**src/rtl/alu_pkg.sv**
```systemverilog
// Shared definitions for the serial subtractor: FSM states, chunk-count
// helper and bit positions inside the registered flags word.
package alu_pkg;

  typedef enum logic [1:0] {
    ST_IDLE,
    ST_RUN,
    ST_DONE
  } state_e;

  localparam int FLAG_BORROW   = 0;
  localparam int FLAG_OVERFLOW = 1;
  localparam int FLAG_ZERO     = 2;
  localparam int FLAG_NEGATIVE = 3;
  localparam int NUM_FLAGS     = 4;

  function automatic int num_chunks(input int width, input int chunk);
    return (width + 1) / chunk;
  endfunction

endpackage

```
**src/rtl/serial_subtractor_if.sv**
```systemverilog
// Operand/result handshake bundle for the serial subtractor.
// The master drives operands and out_ready; the slave returns result and flags.
interface serial_subtractor_if #(
  parameter int WIDTH = 63
);
  logic           in_valid;
  logic           in_ready;
  logic [WIDTH:0] a;
  logic [WIDTH:0] b;
  logic           out_valid;
  logic           out_ready;
  logic [WIDTH:0] diff;
  logic           borrow;
  logic           overflow;
  logic           zero;
  logic           negative;

  modport master (
    output in_valid, a, b, out_ready,
    input  in_ready, out_valid, diff, borrow, overflow, zero, negative
  );

  modport slave (
    input  in_valid, a, b, out_ready,
    output in_ready, out_valid, diff, borrow, overflow, zero, negative
  );
endinterface

```
**src/rtl/sub_chunk.sv**
```systemverilog
// One CHUNK-bit slice of the subtractor: {o_cout, o_s} = i_x + ~i_y + i_cin.
module sub_chunk #(
  parameter int CHUNK = 16
) (
  input  logic [CHUNK-1:0] i_x,
  input  logic [CHUNK-1:0] i_y,
  input  logic             i_cin,
  output logic [CHUNK-1:0] o_s,
  output logic             o_cout
);
  assign {o_cout, o_s} = {1'b0, i_x} + {1'b0, ~i_y} + {{CHUNK{1'b0}}, i_cin};
endmodule

```
**src/rtl/serial_subtractor.sv**
```systemverilog
// Multi-cycle a - b, CHUNK bits per clock with a rippled borrow, returning
// difference plus borrow/overflow/zero/negative through valid/ready handshakes.
module serial_subtractor
  import alu_pkg::*;
#(
  parameter int WIDTH = 63,
  parameter int CHUNK = 16
) (
  input  logic                clk,
  input  logic                rst,
  serial_subtractor_if.slave  bus
);
  localparam int NUM_CHUNKS = num_chunks(WIDTH, CHUNK);
  localparam int CNT_W      = (NUM_CHUNKS > 1) ? $clog2(NUM_CHUNKS) : 1;
  localparam logic [CNT_W-1:0] LAST_CNT   = CNT_W'(NUM_CHUNKS - 1);
  localparam logic [WIDTH:0]   CHUNK_MASK = (WIDTH + 1)'({CHUNK{1'b1}});

  generate
    if ((WIDTH + 1) % CHUNK != 0) begin : g_bad_chunk
      $error("serial_subtractor: WIDTH+1 must be a multiple of CHUNK");
    end
  endgenerate

  state_e               r_state;
  logic                 r_in_ready;
  logic                 r_out_valid;
  logic [WIDTH:0]       r_a;
  logic [WIDTH:0]       r_nb;
  logic [WIDTH:0]       r_diff;
  logic                 r_carry;
  logic [CNT_W-1:0]     r_cnt;
  logic [NUM_FLAGS-1:0] r_flags;

  int                   w_shift;
  logic [CHUNK-1:0]     w_a_chunk;
  logic [CHUNK-1:0]     w_b_chunk;
  logic [CHUNK-1:0]     w_s;
  logic                 w_cout;
  logic [WIDTH:0]       w_diff_next;
  logic [NUM_FLAGS-1:0] w_flags_next;

  // NOTE: every signal written here gets a default first, so no latch is inferred.
  always_comb begin
    w_shift   = int'(r_cnt) * CHUNK;
    w_a_chunk = CHUNK'(r_a >> w_shift);
    // The operand register holds ~b; sub_chunk re-inverts, so hand it b back.
    w_b_chunk = ~CHUNK'(r_nb >> w_shift);
    w_diff_next = (r_diff & ~(CHUNK_MASK << w_shift))
                | ((WIDTH + 1)'(w_s) << w_shift);
    w_flags_next                = '0;
    w_flags_next[FLAG_BORROW]   = ~w_cout;
    w_flags_next[FLAG_OVERFLOW] = (r_a[WIDTH] == r_nb[WIDTH])
                                && (w_diff_next[WIDTH] != r_a[WIDTH]);
    w_flags_next[FLAG_ZERO]     = ~|w_diff_next;
    w_flags_next[FLAG_NEGATIVE] = w_diff_next[WIDTH];
  end

  sub_chunk #(.CHUNK(CHUNK)) u_sub_chunk (
    .i_x    (w_a_chunk),
    .i_y    (w_b_chunk),
    .i_cin  (r_carry),
    .o_s    (w_s),
    .o_cout (w_cout)
  );

  // NOTE: sequential state uses <= so every register samples pre-edge values.
  always_ff @(posedge clk) begin
    if (rst) begin
      // NOTE: datapath registers are reset as well, since diff and flags must read 0 after reset.
      r_state     <= ST_IDLE;
      r_in_ready  <= 1'b1;
      r_out_valid <= 1'b0;
      r_a         <= '0;
      r_nb        <= '0;
      r_diff      <= '0;
      r_carry     <= 1'b0;
      r_cnt       <= '0;
      r_flags     <= '0;
    end else begin
      case (r_state)
        ST_IDLE: begin
          if (bus.in_valid) begin
            r_a        <= bus.a;
            r_nb       <= ~bus.b;
            r_carry    <= 1'b1;
            r_cnt      <= '0;
            r_in_ready <= 1'b0;
            r_state    <= ST_RUN;
          end
        end
        ST_RUN: begin
          r_diff  <= w_diff_next;
          r_carry <= w_cout;
          r_cnt   <= r_cnt + 1'b1;
          if (r_cnt == LAST_CNT) begin
            r_flags     <= w_flags_next;
            r_out_valid <= 1'b1;
            r_state     <= ST_DONE;
          end
        end
        ST_DONE: begin
          if (bus.out_ready) begin
            r_out_valid <= 1'b0;
            r_in_ready  <= 1'b1;
            r_state     <= ST_IDLE;
          end
        end
        default: begin
          r_out_valid <= 1'b0;
          r_in_ready  <= 1'b1;
          r_state     <= ST_IDLE;
        end
      endcase
    end
  end

  assign bus.in_ready  = r_in_ready;
  assign bus.out_valid = r_out_valid;
  assign bus.diff      = r_diff;
  assign bus.borrow    = r_flags[FLAG_BORROW];
  assign bus.overflow  = r_flags[FLAG_OVERFLOW];
  assign bus.zero      = r_flags[FLAG_ZERO];
  assign bus.negative  = r_flags[FLAG_NEGATIVE];

endmodule

```
**src/flat_wrapper.sv**
```systemverilog
// flat-port wrapper written by rule: the top's interface ports become plain ports
module serial_subtractor_flat import alu_pkg::*;
#(
  parameter int WIDTH = 63,
  parameter int CHUNK = 16
)
  (clk, rst, bus_in_valid, bus_a, bus_b, bus_out_ready, bus_in_ready, bus_out_valid, bus_diff, bus_borrow, bus_overflow, bus_zero, bus_negative);
  serial_subtractor_if #(.WIDTH(WIDTH)) bus_i ();
  input  logic clk;
  input  logic rst;
  input wire logic [$bits(bus_i.in_valid)-1:0] bus_in_valid;
  input wire logic [$bits(bus_i.a)-1:0] bus_a;
  input wire logic [$bits(bus_i.b)-1:0] bus_b;
  input wire logic [$bits(bus_i.out_ready)-1:0] bus_out_ready;
  output wire logic [$bits(bus_i.in_ready)-1:0] bus_in_ready;
  output wire logic [$bits(bus_i.out_valid)-1:0] bus_out_valid;
  output wire logic [$bits(bus_i.diff)-1:0] bus_diff;
  output wire logic [$bits(bus_i.borrow)-1:0] bus_borrow;
  output wire logic [$bits(bus_i.overflow)-1:0] bus_overflow;
  output wire logic [$bits(bus_i.zero)-1:0] bus_zero;
  output wire logic [$bits(bus_i.negative)-1:0] bus_negative;
  assign bus_i.in_valid = bus_in_valid;
  assign bus_i.a = bus_a;
  assign bus_i.b = bus_b;
  assign bus_i.out_ready = bus_out_ready;
  assign bus_in_ready = bus_i.in_ready;
  assign bus_out_valid = bus_i.out_valid;
  assign bus_diff = bus_i.diff;
  assign bus_borrow = bus_i.borrow;
  assign bus_overflow = bus_i.overflow;
  assign bus_zero = bus_i.zero;
  assign bus_negative = bus_i.negative;
  serial_subtractor #(.WIDTH(WIDTH), .CHUNK(CHUNK)) u_core (.clk(clk), .rst(rst), .bus(bus_i));
endmodule
```
**config.mk**
```make
export PLATFORM = sky130hd
export DESIGN_NAME = serial_subtractor_flat
export DESIGN_NICKNAME = d
export VERILOG_FILES = /design/src/rtl/alu_pkg.sv /design/src/rtl/serial_subtractor_if.sv /design/src/rtl/sub_chunk.sv /design/src/rtl/serial_subtractor.sv /design/src/flat_wrapper.sv
export SDC_FILE = /design/constraint.sdc
export NUM_CORES = 1
export LEC_CHECK = 0
export CAP_MARGIN = 20
export CORE_MARGIN = 4
export CORE_UTILIZATION = 30
export CTS_CLUSTER_SIZE = 12
export DETAILED_ROUTE_END_ITERATION = 12
export GPL_ROUTABILITY_DRIVEN = 0
export GPL_TIMING_DRIVEN = 1
export HOLD_SLACK_MARGIN = 0.08
export SYNTH_ARGS = -nofsm -noshare
export SYNTH_HDL_FRONTEND = slang
export SYNTH_SLANG_ARGS = --single-unit
```
**constraint.sdc**
```tcl
create_clock -name clk -period 9.37 [get_ports clk]
set_input_delay 2.3425 -clock clk [delete_from_list [all_inputs] [get_ports clk]]
set_output_delay 2.3425 -clock clk [all_outputs]
set_load 0.01 [all_outputs]
```
==> report_table.html <==
<table>
<tr><th>Metric</th><th>Value</th></tr>
<tr><th colspan="2">Outcome</th></tr>
<tr><td>Status</td><td>finished, final reports clean</td></tr>
<tr><th colspan="2">Critical path</th></tr>
<tr><td>Start of the worst register-to-register path</td><td>u_core.r_cnt[0]$_SDFFE_PP0P_</td></tr>
<tr><td>Slack of the worst reg-to-reg path</td><td>4.38 ns</td></tr>
<tr><td>Critical Path Source</td><td>u_core.r_cnt[0]$_SDFFE_PP0P_</td></tr>
<tr><td>Reg-to-Reg End</td><td>u_core.r_flags[2]$_SDFFE_PP0P_</td></tr>
<tr><td>Worst Setup Path Type</td><td>reg2reg</td></tr>
<tr><td>Cell depth of the worst flop-to-flop path</td><td>13</td></tr>
<tr><td>Critical Path Sink Type</td><td>flip-flop</td></tr>
<tr><td>Launching element type of the critical path</td><td>flip-flop</td></tr>
<tr><td>Worst Path Max Fanout</td><td>24</td></tr>
<tr><td>Worst Path Required</td><td>9.79 ns</td></tr>
<tr><td>Data arrival time of the critical path</td><td>5.41 ns</td></tr>
<tr><td>Capturing instance or port of the critical path</td><td>u_core.r_flags[2]$_SDFFE_PP0P_</td></tr>
<tr><th colspan="2">Synth</th></tr>
<tr><td>Post-synthesis register bit count</td><td>203</td></tr>
<tr><td>Syn_nets</td><td>1,127</td></tr>
<tr><td>Ys flop type</td><td>sky130_fd_sc_hd__dfxtp_1</td></tr>
<tr><td>Share of synthesized area occupied by flip-flops and latches</td><td>0.462</td></tr>
<tr><td>Syn Inst Count</td><td>974</td></tr>
<tr><td>Avg Cell Area, Syn</td><td>9.03 µm²</td></tr>
<tr><td>Biggest area contributors in the synthesized netlist</td><td>sky130_fd_sc_hd__dfxtp_1 46%, sky130_fd_sc_hd__mux4_2 8.2%, sky130_fd_sc_hd__nand2_1 6.1%</td></tr>
<tr><td>Post-Syn Area</td><td>0.00880 mm²</td></tr>
<tr><td>Number of enable flip-flop cells after synthesis</td><td>0</td></tr>
<tr><td>Biggest area consumer among synthesized cells</td><td>sky130_fd_sc_hd__dfxtp_1</td></tr>
<tr><td>Yosys synthesis warning count</td><td>0</td></tr>
<tr><td>Fraction of registers with async set/reset</td><td>0</td></tr>
<tr><td>Count of different cell masters after synthesis</td><td>59</td></tr>
<tr><td>Top cell type's share of synthesized area</td><td>0.462</td></tr>
<tr><th colspan="2">Detailed routing</th></tr>
<tr><td>Routed WL</td><td>27,200 µm</td></tr>
<tr><td>Count of antenna-violating nets left after detailed routing</td><td>0</td></tr>
<tr><td>Average via count per standard cell</td><td>5.12</td></tr>
<tr><td>DR DRC count</td><td>0</td></tr>
<tr><td>Initial DRC Count</td><td>735</td></tr>
<tr><td>Per-cell routed wire length</td><td>17.7 µm</td></tr>
<tr><td>Router iterations before antenna repair</td><td>5</td></tr>
<tr><td>Via count</td><td>7,862</td></tr>
<tr><th colspan="2">CTS</th></tr>
<tr><td>Clk pin slew, worst setup/hold paths</td><td>0.06 ns</td></tr>
<tr><td>Number of buffers on the longest clock path</td><td>3</td></tr>
<tr><td>TritonCTS buffer count</td><td>23</td></tr>
<tr><td>Count of clock tree sinks</td><td>203</td></tr>
<tr><td>Clock tree from TritonCTS</td><td>built</td></tr>
<tr><td>H-tree depth</td><td>1</td></tr>
<tr><td>Clock latency at the later pin of the worst-skew pair</td><td>0.51 ns</td></tr>
<tr><td># hold bufs at CTS</td><td>0</td></tr>
<tr><td>Post-CTS setup-driven buffer insertion count</td><td>0</td></tr>
<tr><td>Count of instances resized after the clock tree is built</td><td>0</td></tr>
<tr><td>Root Driver</td><td>sky130_fd_sc_hd__clkbuf_16</td></tr>
<tr><th colspan="2">Die</th></tr>
<tr><td>Die span in y</td><td>179 µm</td></tr>
<tr><td>Effective utilization at floorplan</td><td>0.306</td></tr>
<tr><td>Die boundary width</td><td>179 µm</td></tr>
<tr><td>Total die area</td><td>0.0321 mm²</td></tr>
<tr><td>Rows</td><td>62</td></tr>
<tr><td>Core region area</td><td>0.0288 mm²</td></tr>
<tr><td>Number of top-level pins</td><td>202</td></tr>
<tr><th colspan="2">Cells and area</th></tr>
<tr><td>Number of fillers in the final layout</td><td>2,840</td></tr>
<tr><td>Fin nets</td><td>1,292</td></tr>
<tr><td>Antenna Diode Count</td><td>0</td></tr>
<tr><td>Post-synthesis to final-layout area growth</td><td>34.6%</td></tr>
<tr><td>Post-route design area</td><td>0.0118 mm²</td></tr>
<tr><td>Share of final-layout standard cells stronger than drive strength 1</td><td>0.0789</td></tr>
<tr><th colspan="2">STA</th></tr>
<tr><td>Timing-limited maximum frequency</td><td>0.200 GHz</td></tr>
<tr><td>Final period utilization</td><td>0.533</td></tr>
<tr><td>Clock Skew</td><td>0.0148 ns</td></tr>
<tr><td>Min Tclk post-route</td><td>4.99 ns</td></tr>
<tr><td>Unrepaired setup endpoints after global routing</td><td>false</td></tr>
<tr><td>Max-slew violation count</td><td>0</td></tr>
<tr><td>Post-route worst setup slack</td><td>4.38 ns</td></tr>
<tr><td>Slew headroom</td><td>0.251</td></tr>
<tr><td>Number of failing hold endpoints at the final stage</td><td>0</td></tr>
<tr><td>Number of setup violations in the final report</td><td>0</td></tr>
<tr><td>Setup_tns</td><td>0 ns</td></tr>
<tr><td>Slew @ Worst Pin</td><td>1.12 ns</td></tr>
<tr><th colspan="2">Global routing</th></tr>
<tr><td>Via count of the first global-routing pass</td><td>7,270</td></tr>
<tr><td>First-pass GRT wire length</td><td>41,200 µm</td></tr>
<tr><td>Number of antenna violations at the first check in global routing</td><td>0</td></tr>
<tr><td>GRT Overall Usage</td><td>0.162</td></tr>
<tr><td>Overall overflow remaining after global route</td><td>0</td></tr>
<tr><td>Maximum number of pins on one net before global-route repair</td><td>120</td></tr>
<tr><th colspan="2">Pwr</th></tr>
<tr><td>Portion of total power attributed to the clock network</td><td>0.393</td></tr>
<tr><td>Sequential fraction of design power</td><td>0.433</td></tr>
<tr><td>Power per cell area</td><td>184 mW/mm²</td></tr>
<tr><td>Reported leakage power</td><td>4.29 nW</td></tr>
<tr><td>Worst vdd rail ir drop</td><td>0.0987 mV</td></tr>
<tr><td>Combinational power share</td><td>0.174</td></tr>
<tr><td>Net switching fraction of the power</td><td>0.270</td></tr>
<tr><td>Power Internal</td><td>1.59 mW</td></tr>
<tr><td>Power spent charging and discharging nets</td><td>0.588 mW</td></tr>
<tr><th colspan="2">Place</th></tr>
<tr><td>Standard cell area after detailed placement</td><td>0.0111 mm²</td></tr>
<tr><td>Pre-CTS setup slack</td><td>4.25 ns</td></tr>
<tr><td>Detailed placer's ending HPWL</td><td>19,400 µm</td></tr>
<tr><td>Port Buf Inserts</td><td>201</td></tr>
<tr><th colspan="2">Job</th></tr>
<tr><td>Number of violations of the max-capacitance limit</td><td>0</td></tr>
<tr><th colspan="2">Hold path</th></tr>
<tr><td>Number of stages on the worst hold path</td><td>2</td></tr>
<tr><td>Min-delay worst type</td><td>reg2reg</td></tr>
</table>
==> layout make-up <==
class                           count  area, µm²  area share
Timing Repair Buffer              214       2110       0.178
Inverter                           10       37.5     0.00317
Sequential cell                   203       4070       0.344
Clock buffer                       33        653      0.0552
Multi-Input combinational cell    687       4420       0.374
Clock inverter                      6       65.1     0.00550
Tap cell                          384        480      0.0406
==> state kept, by name, summed over array words and instances, names as in the netlist <==
register,flops
u_core.bus.diff,64
u_core.r_a,64
u_core.r_nb,64
u_core.r_flags,4
u_core.r_cnt,2
u_core.r_state,2
u_core.bus.in_ready,1
u_core.bus.out_valid,1
u_core.r_carry,1
==> cell usage after synthesis (all sizes together), types with 3 or more instances <==
cell	instances
a211oi	69
a21o	6
a21oi	82
a22oi	64
a31oi	3
and2	5
buf	8
clkbuf	66
dfxtp	203
ha	19
inv	9
mux4	32
nand2	144
nand2b	6
nand3	10
nor2	142
nor2b	4
nor3	19
nor4	14
o21a	3
o21ai	7
o31ai	3
or2	4
or3	4
or4	3
xnor2	5
xor2	3
==> cells in the final DEF (no fill, tap or decap), types with 3 or more instances in the layout <==
master,netlist,layout
sky130_fd_sc_hd__buf_4,0,13
sky130_fd_sc_hd__dfxtp_1,203,201
sky130_fd_sc_hd__xor2_1,3,3
sky130_fd_sc_hd__clkbuf_16,0,23
sky130_fd_sc_hd__mux4_2,32,32
sky130_fd_sc_hd__nor3_1,19,19
sky130_fd_sc_hd__nand2_1,144,144
sky130_fd_sc_hd__nand3_1,10,10
sky130_fd_sc_hd__a21oi_1,82,82
sky130_fd_sc_hd__and2_1,4,4
sky130_fd_sc_hd__o21a_1,3,3
sky130_fd_sc_hd__inv_1,9,9
sky130_fd_sc_hd__xnor2_1,5,5
sky130_fd_sc_hd__clkbuf_1,66,6
sky130_fd_sc_hd__ha_1,19,19
sky130_fd_sc_hd__nor2_1,142,141
sky130_fd_sc_hd__a22oi_1,64,64
sky130_fd_sc_hd__or4_1,3,3
sky130_fd_sc_hd__or3_1,4,4
sky130_fd_sc_hd__nor4_1,14,14
sky130_fd_sc_hd__a21o_1,6,6
sky130_fd_sc_hd__a31oi_1,3,3
sky130_fd_sc_hd__nand2b_1,6,6
sky130_fd_sc_hd__nor2b_1,4,4
sky130_fd_sc_hd__clkbuf_8,0,4
sky130_fd_sc_hd__clkdlybuf4s50_1,0,200
sky130_fd_sc_hd__or2_2,4,4
sky130_fd_sc_hd__a211oi_1,69,69
sky130_fd_sc_hd__o21ai_0,5,5
==> power by group through the flow <==
stage	registers, mW	logic, mW	clock network, mW
after CTS	0.944	0.380	0.878
after global placement	0.961	0.376	0
after global routing	0.950	0.414	0.913
final	0.944	0.379	0.856
after detailed placement	0.963	0.379	0
after floorplan	0.954	0.220	0
==> metrics by stage <==
stage | cells | utilization | total power, mW | hold slack [ns]
6_report | 1537 | 0.411 | 2.18 | 0.452
2_1_floorplan | 974 | - | 1.17 | 0.433
3_3_place_gp | 1497 | 0.386 | 1.34 | 0.439
5_1_grt | 1537 | 0.411 | 2.28 | 0.471
4_1_cts | 1536 | 0.411 | 2.20 | 0.452
3_5_place_dp | 1497 | 0.386 | 1.34 | 0.444
==> layer usage <==
metal,vias up,part of all wire,GRT usage
li1,3848,-,-
met1,3693,0.46,0.235
met2,288,0.45,0.258
met3,33,0.071,0.0293
met4,0,0.018,0.0279
met5,-,0,0
==> worst min path at each step <==
stage | start | endpoint | slack, ns
after floorplan | u_core.r_a[32]$_SDFFE_PP0P_ | u_core.r_a[32]$_SDFFE_PP0P_ | 0.43
after global placement | u_core.r_a[18]$_SDFFE_PP0P_ | u_core.r_a[18]$_SDFFE_PP0P_ | 0.44
after detailed placement | u_core.r_a[33]$_SDFFE_PP0P_ | u_core.r_a[33]$_SDFFE_PP0P_ | 0.44
after CTS | u_core.r_a[33]$_SDFFE_PP0P_ | u_core.r_a[33]$_SDFFE_PP0P_ | 0.45
after global routing | u_core.r_a[30]$_SDFFE_PP0P_ | u_core.r_a[30]$_SDFFE_PP0P_ | 0.47
final | u_core.r_a[23]$_SDFFE_PP0P_ | u_core.r_a[23]$_SDFFE_PP0P_ | 0.45
==> critical path, cell delays in order, from the launching register on <==
cell and delay (ns):
sky130_fd_sc_hd__dfxtp_2 0.61, sky130_fd_sc_hd__buf_4 0.52, sky130_fd_sc_hd__mux4_2 0.60, sky130_fd_sc_hd__fa_1 0.40, sky130_fd_sc_hd__inv_1 0.09, sky130_fd_sc_hd__fa_1 0.21, sky130_fd_sc_hd__xnor2_1 0.22, sky130_fd_sc_hd__or3_1 0.39
sky130_fd_sc_hd__or4_1 0.52, sky130_fd_sc_hd__a2111oi_2 0.30, sky130_fd_sc_hd__o311ai_1 0.16, sky130_fd_sc_hd__a311o_1 0.29, sky130_fd_sc_hd__a2111o_1 0.39, sky130_fd_sc_hd__o31ai_2 0.17
==> kinds of logic after synthesis <==
logic type,Yosys count,share of synthesized area
XOR/XNOR,8,0.00797
adder cells (fa/ha/maj),21,0.0316
flip-flops,203,0.462
buffers and inverters,84,0.0360
multiplexers,33,0.0831
AO/OA/AOI/OAI,264,0.206
AND/OR/NAND/NOR,361,0.174
Note: power is estimated with default switching activity, not from simulation.
